<file path="config.mk">
export PLATFORM = sky130hd
export DESIGN_NAME = ps2_pad_key_decoder_flat
export DESIGN_NICKNAME = d
export VERILOG_FILES = /design/src/rtl/ps2_pad_key_decoder_if.sv /design/src/rtl/ps2_pad_key_decoder.sv /design/src/flat_wrapper.sv
export SDC_FILE = /design/constraint.sdc
export NUM_CORES = 1
export LEC_CHECK = 0
export CAP_MARGIN = 25
export CORE_ASPECT_RATIO = 1.5
export CORE_MARGIN = 4
export CORE_UTILIZATION = 45
export DETAILED_ROUTE_END_ITERATION = 7
export PLACE_DENSITY = 0.78
export SLEW_MARGIN = 20
export SYNTH_ARGS = -nofsm -noshare
export SYNTH_HDL_FRONTEND = slang
export SYNTH_SLANG_ARGS = --single-unit
</file>
<file path="constraint.sdc">
create_clock -name clk -period 1.95 [get_ports clk]
set_input_delay 0.39 -clock clk [delete_from_list [all_inputs] [get_ports clk]]
set_output_delay 0.39 -clock clk [all_outputs]
set_load 0.03 [all_outputs]
</file>
<file path="src/rtl/ps2_pad_key_decoder_if.sv">
// Byte stream from the PS/2 receiver into the decoder, and the key-held
// flags plus start pulse going out to the pad controllers.
interface ps2_pad_key_decoder_if;
  logic [7:0] rx_data;
  logic       rx_valid;
  logic       left_up;
  logic       left_down;
  logic       right_up;
  logic       right_down;
  logic       start_pulse;

  modport master (
    output rx_data, rx_valid,
    input  left_up, left_down, right_up, right_down, start_pulse
  );

  modport slave (
    input  rx_data, rx_valid,
    output left_up, left_down, right_up, right_down, start_pulse
  );
endinterface

</file>
<file path="src/rtl/ps2_pad_key_decoder.sv">
// PS/2 scan-code-set-2 byte decoder for the paddle keys.
//
// state   | meaning
// --------+--------------------------------------------------
// IDLE    | no prefix pending; next code byte is a base make
// EXT     | E0 seen; next code byte is an extended make
// BRK     | F0 seen; next code byte is a base break
// EXT_BRK | E0 F0 seen; next code byte is an extended break
//
// Prefix states expire back to IDLE after TIMEOUT_CYCLES quiet cycles so a
// lost byte cannot leave the decoder stuck with a stale prefix.
module ps2_pad_key_decoder #(
  parameter int TIMEOUT_CYCLES = 130_000
) (
  input logic                 clk,
  input logic                 rst,
  ps2_pad_key_decoder_if.slave bus
);

  localparam int CNT_W = (TIMEOUT_CYCLES > 1) ? $clog2(TIMEOUT_CYCLES) : 1;
  localparam logic [CNT_W-1:0] CNT_LAST = CNT_W'(TIMEOUT_CYCLES - 1);

  localparam logic [7:0] B_EXT   = 8'hE0;
  localparam logic [7:0] B_BRK   = 8'hF0;
  localparam logic [7:0] B_W     = 8'h1D;
  localparam logic [7:0] B_S     = 8'h1B;
  localparam logic [7:0] B_SPACE = 8'h29;
  localparam logic [7:0] B_UP    = 8'h75;
  localparam logic [7:0] B_DOWN  = 8'h72;
  localparam logic [7:0] B_BAT   = 8'hAA;
  localparam logic [7:0] B_ERR   = 8'hFC;

  typedef enum logic [1:0] {IDLE, EXT, BRK, EXT_BRK} state_t;

  state_t           state, state_nx;
  logic [CNT_W-1:0] cnt, cnt_nx;
  logic             lu, ld, ru, rd, sp;
  logic             lu_nx, ld_nx, ru_nx, rd_nx, sp_nx;

  // State, timeout counter and all output registers.
  always_ff @(posedge clk) begin
    if (rst) begin
      state <= IDLE;
      cnt   <= '0;
      lu    <= 1'b0;
      ld    <= 1'b0;
      ru    <= 1'b0;
      rd    <= 1'b0;
      sp    <= 1'b0;
    end else begin
      state <= state_nx;
      cnt   <= cnt_nx;
      lu    <= lu_nx;
      ld    <= ld_nx;
      ru    <= ru_nx;
      rd    <= rd_nx;
      sp    <= sp_nx;
    end
  end

  // Next state, prefix timeout, and flag updates from the incoming byte.
  // A byte arriving in the expiry cycle wins over the timeout.
  always_comb begin
    state_nx = state;
    cnt_nx   = cnt;
    lu_nx    = lu;
    ld_nx    = ld;
    ru_nx    = ru;
    rd_nx    = rd;
    sp_nx    = 1'b0;

    if (bus.rx_valid) begin
      cnt_nx = '0;
      if (bus.rx_data == B_EXT) begin
        state_nx = EXT;
      end else if (bus.rx_data == B_BRK) begin
        state_nx = (state == EXT || state == EXT_BRK) ? EXT_BRK : BRK;
      end else begin
        state_nx = IDLE;
        unique case (state)
          IDLE: begin
            case (bus.rx_data)
              B_W:     lu_nx = 1'b1;
              B_S:     ld_nx = 1'b1;
              B_SPACE: sp_nx = 1'b1;
              B_BAT, B_ERR: begin
                lu_nx = 1'b0;
                ld_nx = 1'b0;
                ru_nx = 1'b0;
                rd_nx = 1'b0;
              end
              default: ;
            endcase
          end
          EXT: begin
            case (bus.rx_data)
              B_UP:    ru_nx = 1'b1;
              B_DOWN:  rd_nx = 1'b1;
              default: ;
            endcase
          end
          BRK: begin
            case (bus.rx_data)
              B_W:     lu_nx = 1'b0;
              B_S:     ld_nx = 1'b0;
              default: ;
            endcase
          end
          EXT_BRK: begin
            case (bus.rx_data)
              B_UP:    ru_nx = 1'b0;
              B_DOWN:  rd_nx = 1'b0;
              default: ;
            endcase
          end
        endcase
      end
    end else if (state != IDLE) begin
      if (cnt == CNT_LAST) begin
        state_nx = IDLE;
        cnt_nx   = '0;
      end else begin
        cnt_nx = cnt + 1'b1;
      end
    end
  end

  assign bus.left_up     = lu;
  assign bus.left_down   = ld;
  assign bus.right_up    = ru;
  assign bus.right_down  = rd;
  assign bus.start_pulse = sp;

endmodule

</file>
<file path="src/flat_wrapper.sv">
// flat-port wrapper written by rule: the top's interface ports become plain ports
module ps2_pad_key_decoder_flat 
#(
  parameter int TIMEOUT_CYCLES = 130_000
)
  (clk, rst, bus_rx_data, bus_rx_valid, bus_left_up, bus_left_down, bus_right_up, bus_right_down, bus_start_pulse);
  ps2_pad_key_decoder_if bus_i ();
  input logic clk;
  input logic rst;
  input wire logic [$bits(bus_i.rx_data)-1:0] bus_rx_data;
  input wire logic [$bits(bus_i.rx_valid)-1:0] bus_rx_valid;
  output wire logic [$bits(bus_i.left_up)-1:0] bus_left_up;
  output wire logic [$bits(bus_i.left_down)-1:0] bus_left_down;
  output wire logic [$bits(bus_i.right_up)-1:0] bus_right_up;
  output wire logic [$bits(bus_i.right_down)-1:0] bus_right_down;
  output wire logic [$bits(bus_i.start_pulse)-1:0] bus_start_pulse;
  assign bus_i.rx_data = bus_rx_data;
  assign bus_i.rx_valid = bus_rx_valid;
  assign bus_left_up = bus_i.left_up;
  assign bus_left_down = bus_i.left_down;
  assign bus_right_up = bus_i.right_up;
  assign bus_right_down = bus_i.right_down;
  assign bus_start_pulse = bus_i.start_pulse;
  ps2_pad_key_decoder #(.TIMEOUT_CYCLES(TIMEOUT_CYCLES)) u_core (.clk(clk), .rst(rst), .bus(bus_i));
endmodule
</file>
Yosys cells after proc, flatten, opt, wreduce, memory -nomap -nowiden
Cells that the tools add are included.
{"block": "word_totals", "in_bits": 11, "wordCells": 70, "reg_bits": 24, "out_inout_bits": 5}
{"block": "op_classes", "n_mux": 21, "n_reduce_logical": 15, "n_bitwise": 4, "addsub": 1, "eq_ne": 22}
{"cell": "$eq A8 B8 Y1 const B", "count": 4}
{"cell": "$add A17 B1 Y17 const B", "count": 1}
{"cell": "$eq A17 B17 Y1 const B", "count": 1}
{"cell": "$mux W17", "count": 1}
{"cell": "$eq A8 B5 Y1 const B", "count": 2}
{"cell": "$eq A8 B7 Y1 const B", "count": 2}
{"cell": "$reduce_and A7 Y1", "count": 2}
{"cell": "$ne A2 B2 Y1 const B", "count": 6}
{"cell": "$reduce_and A6 Y1", "count": 2}
{"cell": "$mux W2", "count": 5}
{"cell": "$mux W1", "count": 9}
{"cell": "$eq A8 B6 Y1 const B", "count": 1}
{"cell": "$pmux W1 S2", "count": 4}
{"cell": "$reduce_bool A2 Y1", "count": 4}
{"cell": "$ne A3 B2 Y1 const B", "count": 2}
{"cell": "$pmux W1 S3", "count": 2}
{"cell": "$reduce_or A5 Y1", "count": 1}
{"cell": "$eq A2 B2 Y1 const B", "count": 2}
{"cell": "$not A1 Y1", "count": 4}
{"cell": "$reduce_or A2 Y1", "count": 2}
{"cell": "$reduce_bool A3 Y1", "count": 1}
{"cell": "$eq A2 B1 Y1 const B", "count": 1}
{"cell": "$logic_not A2 Y1", "count": 1}
{"cell": "$ne A2 B1 Y1 const B", "count": 1}
{"cell": "2 further kinds", "count": 2}

Depth between registers and ports, before layout
{"block": "logic_depth", "ltp_word": 6, "ltp_mapped": 7, "ltp_nobuf": 5}

Least setup slack after synthesis
Ideal clock, no wire load.
{"block": "synth_path", "kind": "reg-to-reg", "start": "reg u_core.cnt[0]", "end": "reg u_core.cnt[0]", "stages_incl_launch_ff": 7, "setup_time_ps": 117, "setup_slack_ps": 416, "path_buffers": 1, "t_required_ps": 1833, "t_arrival_ps": 1417, "period_less_slack_ps": 1534, "cell_sequence": "dfxtp_1 ha_1 nand3_2 nand2b_1 o21ai_2 buf_2 nor2_1"}
{"block": "synth_between", "elab_chain_cells": 2, "word_cells_on_any_way": 3, "cone_classes": "add/sub (1); eq/ne (1); mux (1)"}
{"item": "from (decl)", "line": "ps2_pad_key_decoder.sv:36", "source": "logic [CNT_W-1:0] cnt, cnt_nx;"}
{"item": "from (signal assigned)", "line": "ps2_pad_key_decoder.sv:52", "source": "cnt <= cnt_nx;"}
{"item": "$add A17 B1 Y17 or $eq A17 B17 Y1 (tied branches)", "line": "ps2_pad_key_decoder.sv:123, ps2_pad_key_decoder.sv:119"}
{"item": "$mux W17 *", "line": "ps2_pad_key_decoder.sv:119", "source": "if (cnt == CNT_LAST) begin"}
Every way passes the cells marked *; elsewhere a longest branch is shown, timed or not.
A chain may end at the register's enable or synchronous reset.

Final worst setup path
{"block": "layout_path", "start": "in bus_rx_data[0]", "end": "reg u_core.ld (netlist: u_core.bus.left_down)"}
{"block": "layout_between", "elab_chain_cells": 4, "word_cells_on_any_way": 13, "cone_classes": "eq/ne (7); mux (2); bitwise (2); reduce/logical (2)"}
{"item": "from (decl)", "line": "flat_wrapper.sv:10", "source": "input wire logic [$bits(bus_i.rx_data)-1:0] bus_rx_data;"}
{"item": "$eq A8 B8 Y1", "line": "ps2_pad_key_decoder.sv:82", "source": "case (bus.rx_data)"}
{"item": "$reduce_or A2 Y1", "line": "ps2_pad_key_decoder.sv:82"}
{"item": "$pmux W1 S2 or $ne A3 B2 Y1 (tied branches)"}
{"item": "$pmux W1 S2 or $reduce_and A6 Y1 (tied branches)"}
{"item": "to (signal assigned)", "line": "ps2_pad_key_decoder.sv:54", "source": "ld <= ld_nx;"}
{"item": "to (decl)", "line": "ps2_pad_key_decoder.sv:37", "source": "logic lu, ld, ru, rd, sp;"}
Parallel ways exist; a longest one is shown, timed or not.

==> metrics.yaml <==
run_status:
  outcome: "finished clean"
timing:
  skew_ns: 0.00576
  rsz0062_at_grt: "false"
  whs_ns: 0.483
  fin_crit_ns: 1.83
  drv_slew: 0
  hold_violations: 0
  fin_crit_sh_pct: 94.0
  max_clock_freq_ghz: 0.545
  finalSetupViolations: 0
  relSlewSlack_pct: 74.5
  tightest_slew_ns: 0.378
setup_path:
  cp-end-kind: "flop"
  critPathArrivalTime_ns: 1.98
  r2r_end: "u_core.cnt[16]"
  cp.required_ns: 2.10
  critPathKind: "input pin to flop"
  rrSetupSlack_ns: 0.23
  rr_startpoint: "u_core.cnt[0]"
  rr_worst_depth: 5
  start_kind: "input pin"
  cp_max_fo: 6
grt:
  overflow: 0
  grt_pass1_vias: 1234
  grt.total_usage_pct: 17.2
  grt_max_degree: 15
  grt_pass1_wl_mm: 5.14
  antenna_found_initial: 0
logic_synthesis:
  avgSynthCellArea_sq_um: 8.91
  ys_warn_count: 0
  ys_ff_latch: 24
  yosysSeqAreaShare_pct: 35.7
  syn_area_sq_um: 1350
  yosysUniqueCellTypes: 45
  syn_nets: 163
  synth_cells: 151
finish:
  layout-drive-gt1-share_pct: 13.7
  n_antenna_cell: 0
  instances_no_fill: 214
  seqCellArea_sq_um: 480
  areaGrowthSynthToFinish_pct: 24.0
  nNetsFinal: 188
  utilization_pct: 57.9
  nFillCells: 287
  multiInputGateArea_sq_um: 820
placed_design:
  post-place-cells: 210
  gp_congestion: 0.803
  dpl.hpwl_mm: 2.41
  port_buffers: 15
detailed_routing:
  via_per_inst: 5.69
  wl_per_cell_um: 14.5
  drc: 0
  via_count: 1218
  drtIter0Drc: 44
  drt_pass1_iterations: 4
  routed_wl_mm: 3.11
  postRouteAntennaNets: 0
pwr:
  power_density_nw_per_um2: 608
  leakage_nw: 0.531
  totalPowerFinal_mw: 1.01
  ir_worst_vdd_uv: 369
clock_network:
  cts_num_sinks: 24
  postCtsSetupBuffers: 0
  clk_latency_ns: 0.27
  clk_pin_slew_ns: 0.09
  cts_made_buffers: 3
  cts_tree: "done"
  cts_root_buffer: "clkbuf_8"
  cts_buffer_depth: 2
  cts_resized: 0
  cts_hold_buf: 0
  htreeDepth: 1
die:
  dieArea_sq_um: 3950
  die_x_um: 52.6
  die_y_um: 75.0
  ios: 16
  core_sq_um: 2880
  start_util_pct: 46.7
  placementRows: 24
min_path:
  holdCritPathClass: "flop to flop"
  min_path_cells: 2
  worstHoldEndpoint: "u_core.bus.right_up"
  worstHoldStart: "u_core.bus.right_up"
run:
  maxCapViolCount: 0
[layout by cell type (no fill, tap or decap), types with 2 or more instances in the layout]
master           instances
nand3_1                  3
nand4b_1                 3
xnor2_1                 10
o41ai_1                  2
and4_1                   2
nor3_1                  10
inv_1                    6
nor4b_1                  2
mux2i_1                  3
or4b_1                   2
buf_4                   10
nor4_1                   2
nand4_1                  7
and3_1                   2
a21oi_1                  5
clkbuf_8                 3
clkdlybuf4s50_1         15
nor2_1                  17
xor2_1                   4
nand3b_1                 2
nor2b_1                  4
dfxtp_1                 24
o32ai_1                  2
nand2b_1                 3
o21ai_0                  2
nand2_1                  9
[registers in the layout, summed over array words and instances, names as in the netlist]
| signal | flops |
|---|---|
| u_core.bus.left_up | 1 |
| u_core.cnt | 17 |
| u_core.state | 2 |
| u_core.bus.start_pulse | 1 |
| u_core.bus.left_down | 1 |
| u_core.bus.right_up | 1 |
| u_core.bus.right_down | 1 |
[layer usage]
metal  GRT usage [%]  part of all wire (%)  routed length [um]
met3            2.77                   3.2                 100
met2            34.5                    57                1780
met5               0                     0                   0
met1            16.1                    37                1150
met4            8.24                   2.6                  80
[layout make-up]
class                           instances  area share (%)
Multi-Input combinational cell        116            49.1
Clock inverter                          1            1.80
Clock buffer                            3            2.48
Inverter                                6            1.35
Tap cell                               39            2.93
Sequential cell                        24            28.8
Timing Repair Buffer                   25            13.5
[worst max-delay path, stage by stage]
cell             delay [ns]
clkdlybuf4s50_1        0.55
nor4bb_1               0.42
nand4b_1               0.21
a221oi_1               0.29
o32ai_1                0.13
[power breakdown]
group          total [mW]  switching, mW  leakage [nW]  internal (mW)
combinational      0.0844         0.0378         0.302         0.0466
clock               0.436          0.161        0.0357          0.275
sequential          0.494        0.00293         0.193          0.491
[metrics by stage]
stage	setup TNS, ns	setup WS [ns]	instance area [sq um]
floorplan	0	0.416	1350
global placement	-0.120	-0.0603	1600
detailed placement	-0.534	-0.170	1600
CTS	0	0.120	1670
global route	0	0.0224	1670
finish	0	0.116	1670
[cells by family after synthesis]
logic type	count (synthesis)	share of synthesized area, %
adder cells (fa/ha/maj)	1	0.930
multiplexers	3	2.23
flip-flops	24	35.7
XOR/XNOR	14	9.12
AND/OR/NAND/NOR	83	40.0
buffers and inverters	11	3.35
AO/OA/AOI/OAI	15	8.65
[Yosys cell counts]
master | number | area [sq um]
nor4_1 | 2 | 12.5
buf_2 | 3 | 15.0
nand3_2 | 1 | 10.0
nor3_1 | 10 | 50.1
nand2b_1 | 3 | 18.8
a21oi_1 | 5 | 25.0
mux2i_1 | 3 | 30.0
nor2b_1 | 4 | 25.0
a221oi_1 | 1 | 8.76
o211ai_4 | 1 | 21.3
nand4_2 | 1 | 12.5
or4_1 | 1 | 7.51
nand2_1 | 9 | 33.8
and4bb_2 | 1 | 12.5
o21ai_0 | 2 | 10.0
o41ai_1 | 2 | 17.5
inv_1 | 6 | 22.5
nor4bb_1 | 1 | 10.0
or4bb_1 | 1 | 11.3
nand4bb_1 | 1 | 11.3
and4_2 | 1 | 10.0
or3_1 | 1 | 6.26
xnor2_1 | 10 | 87.6
and3_1 | 2 | 12.5
or2_1 | 1 | 6.26
nor4b_2 | 1 | 15.0
o32ai_1 | 2 | 17.5
nand4b_1 | 3 | 26.3
and4_1 | 2 | 17.5
dfxtp_1 | 24 | 480
nand3_1 | 3 | 15.0
ha_1 | 1 | 12.5
nand3b_1 | 2 | 15.0
nor4_2 | 1 | 12.5
nor4_4 | 1 | 21.3
nand4_1 | 7 | 43.8
nor4b_1 | 2 | 17.5
xor2_1 | 4 | 35.0
nor3b_1 | 1 | 7.51
nor2_1 | 17 | 63.8
clkbuf_1 | 2 | 7.51
a21o_1 | 1 | 7.51
nor3b_2 | 1 | 12.5
o21ai_2 | 1 | 8.76
or4b_1 | 2 | 20.0
[worst max path at each step]
stage	startpoint	to	slack (ns)	depth (start not counted)
floorplan	u_core.cnt[0]	u_core.cnt[0]	0.42	6
global placement	bus_rx_data[6]	u_core.bus.left_down	-0.06	6
detailed placement	bus_rx_data[0]	u_core.bus.left_down	-0.17	5
CTS	bus_rx_data[6]	u_core.bus.left_down	0.12	6
global route	bus_rx_data[0]	u_core.bus.left_down	0.02	5
finish	bus_rx_data[0]	u_core.bus.left_down	0.12	5
Power figures use the tool's default switching activity.
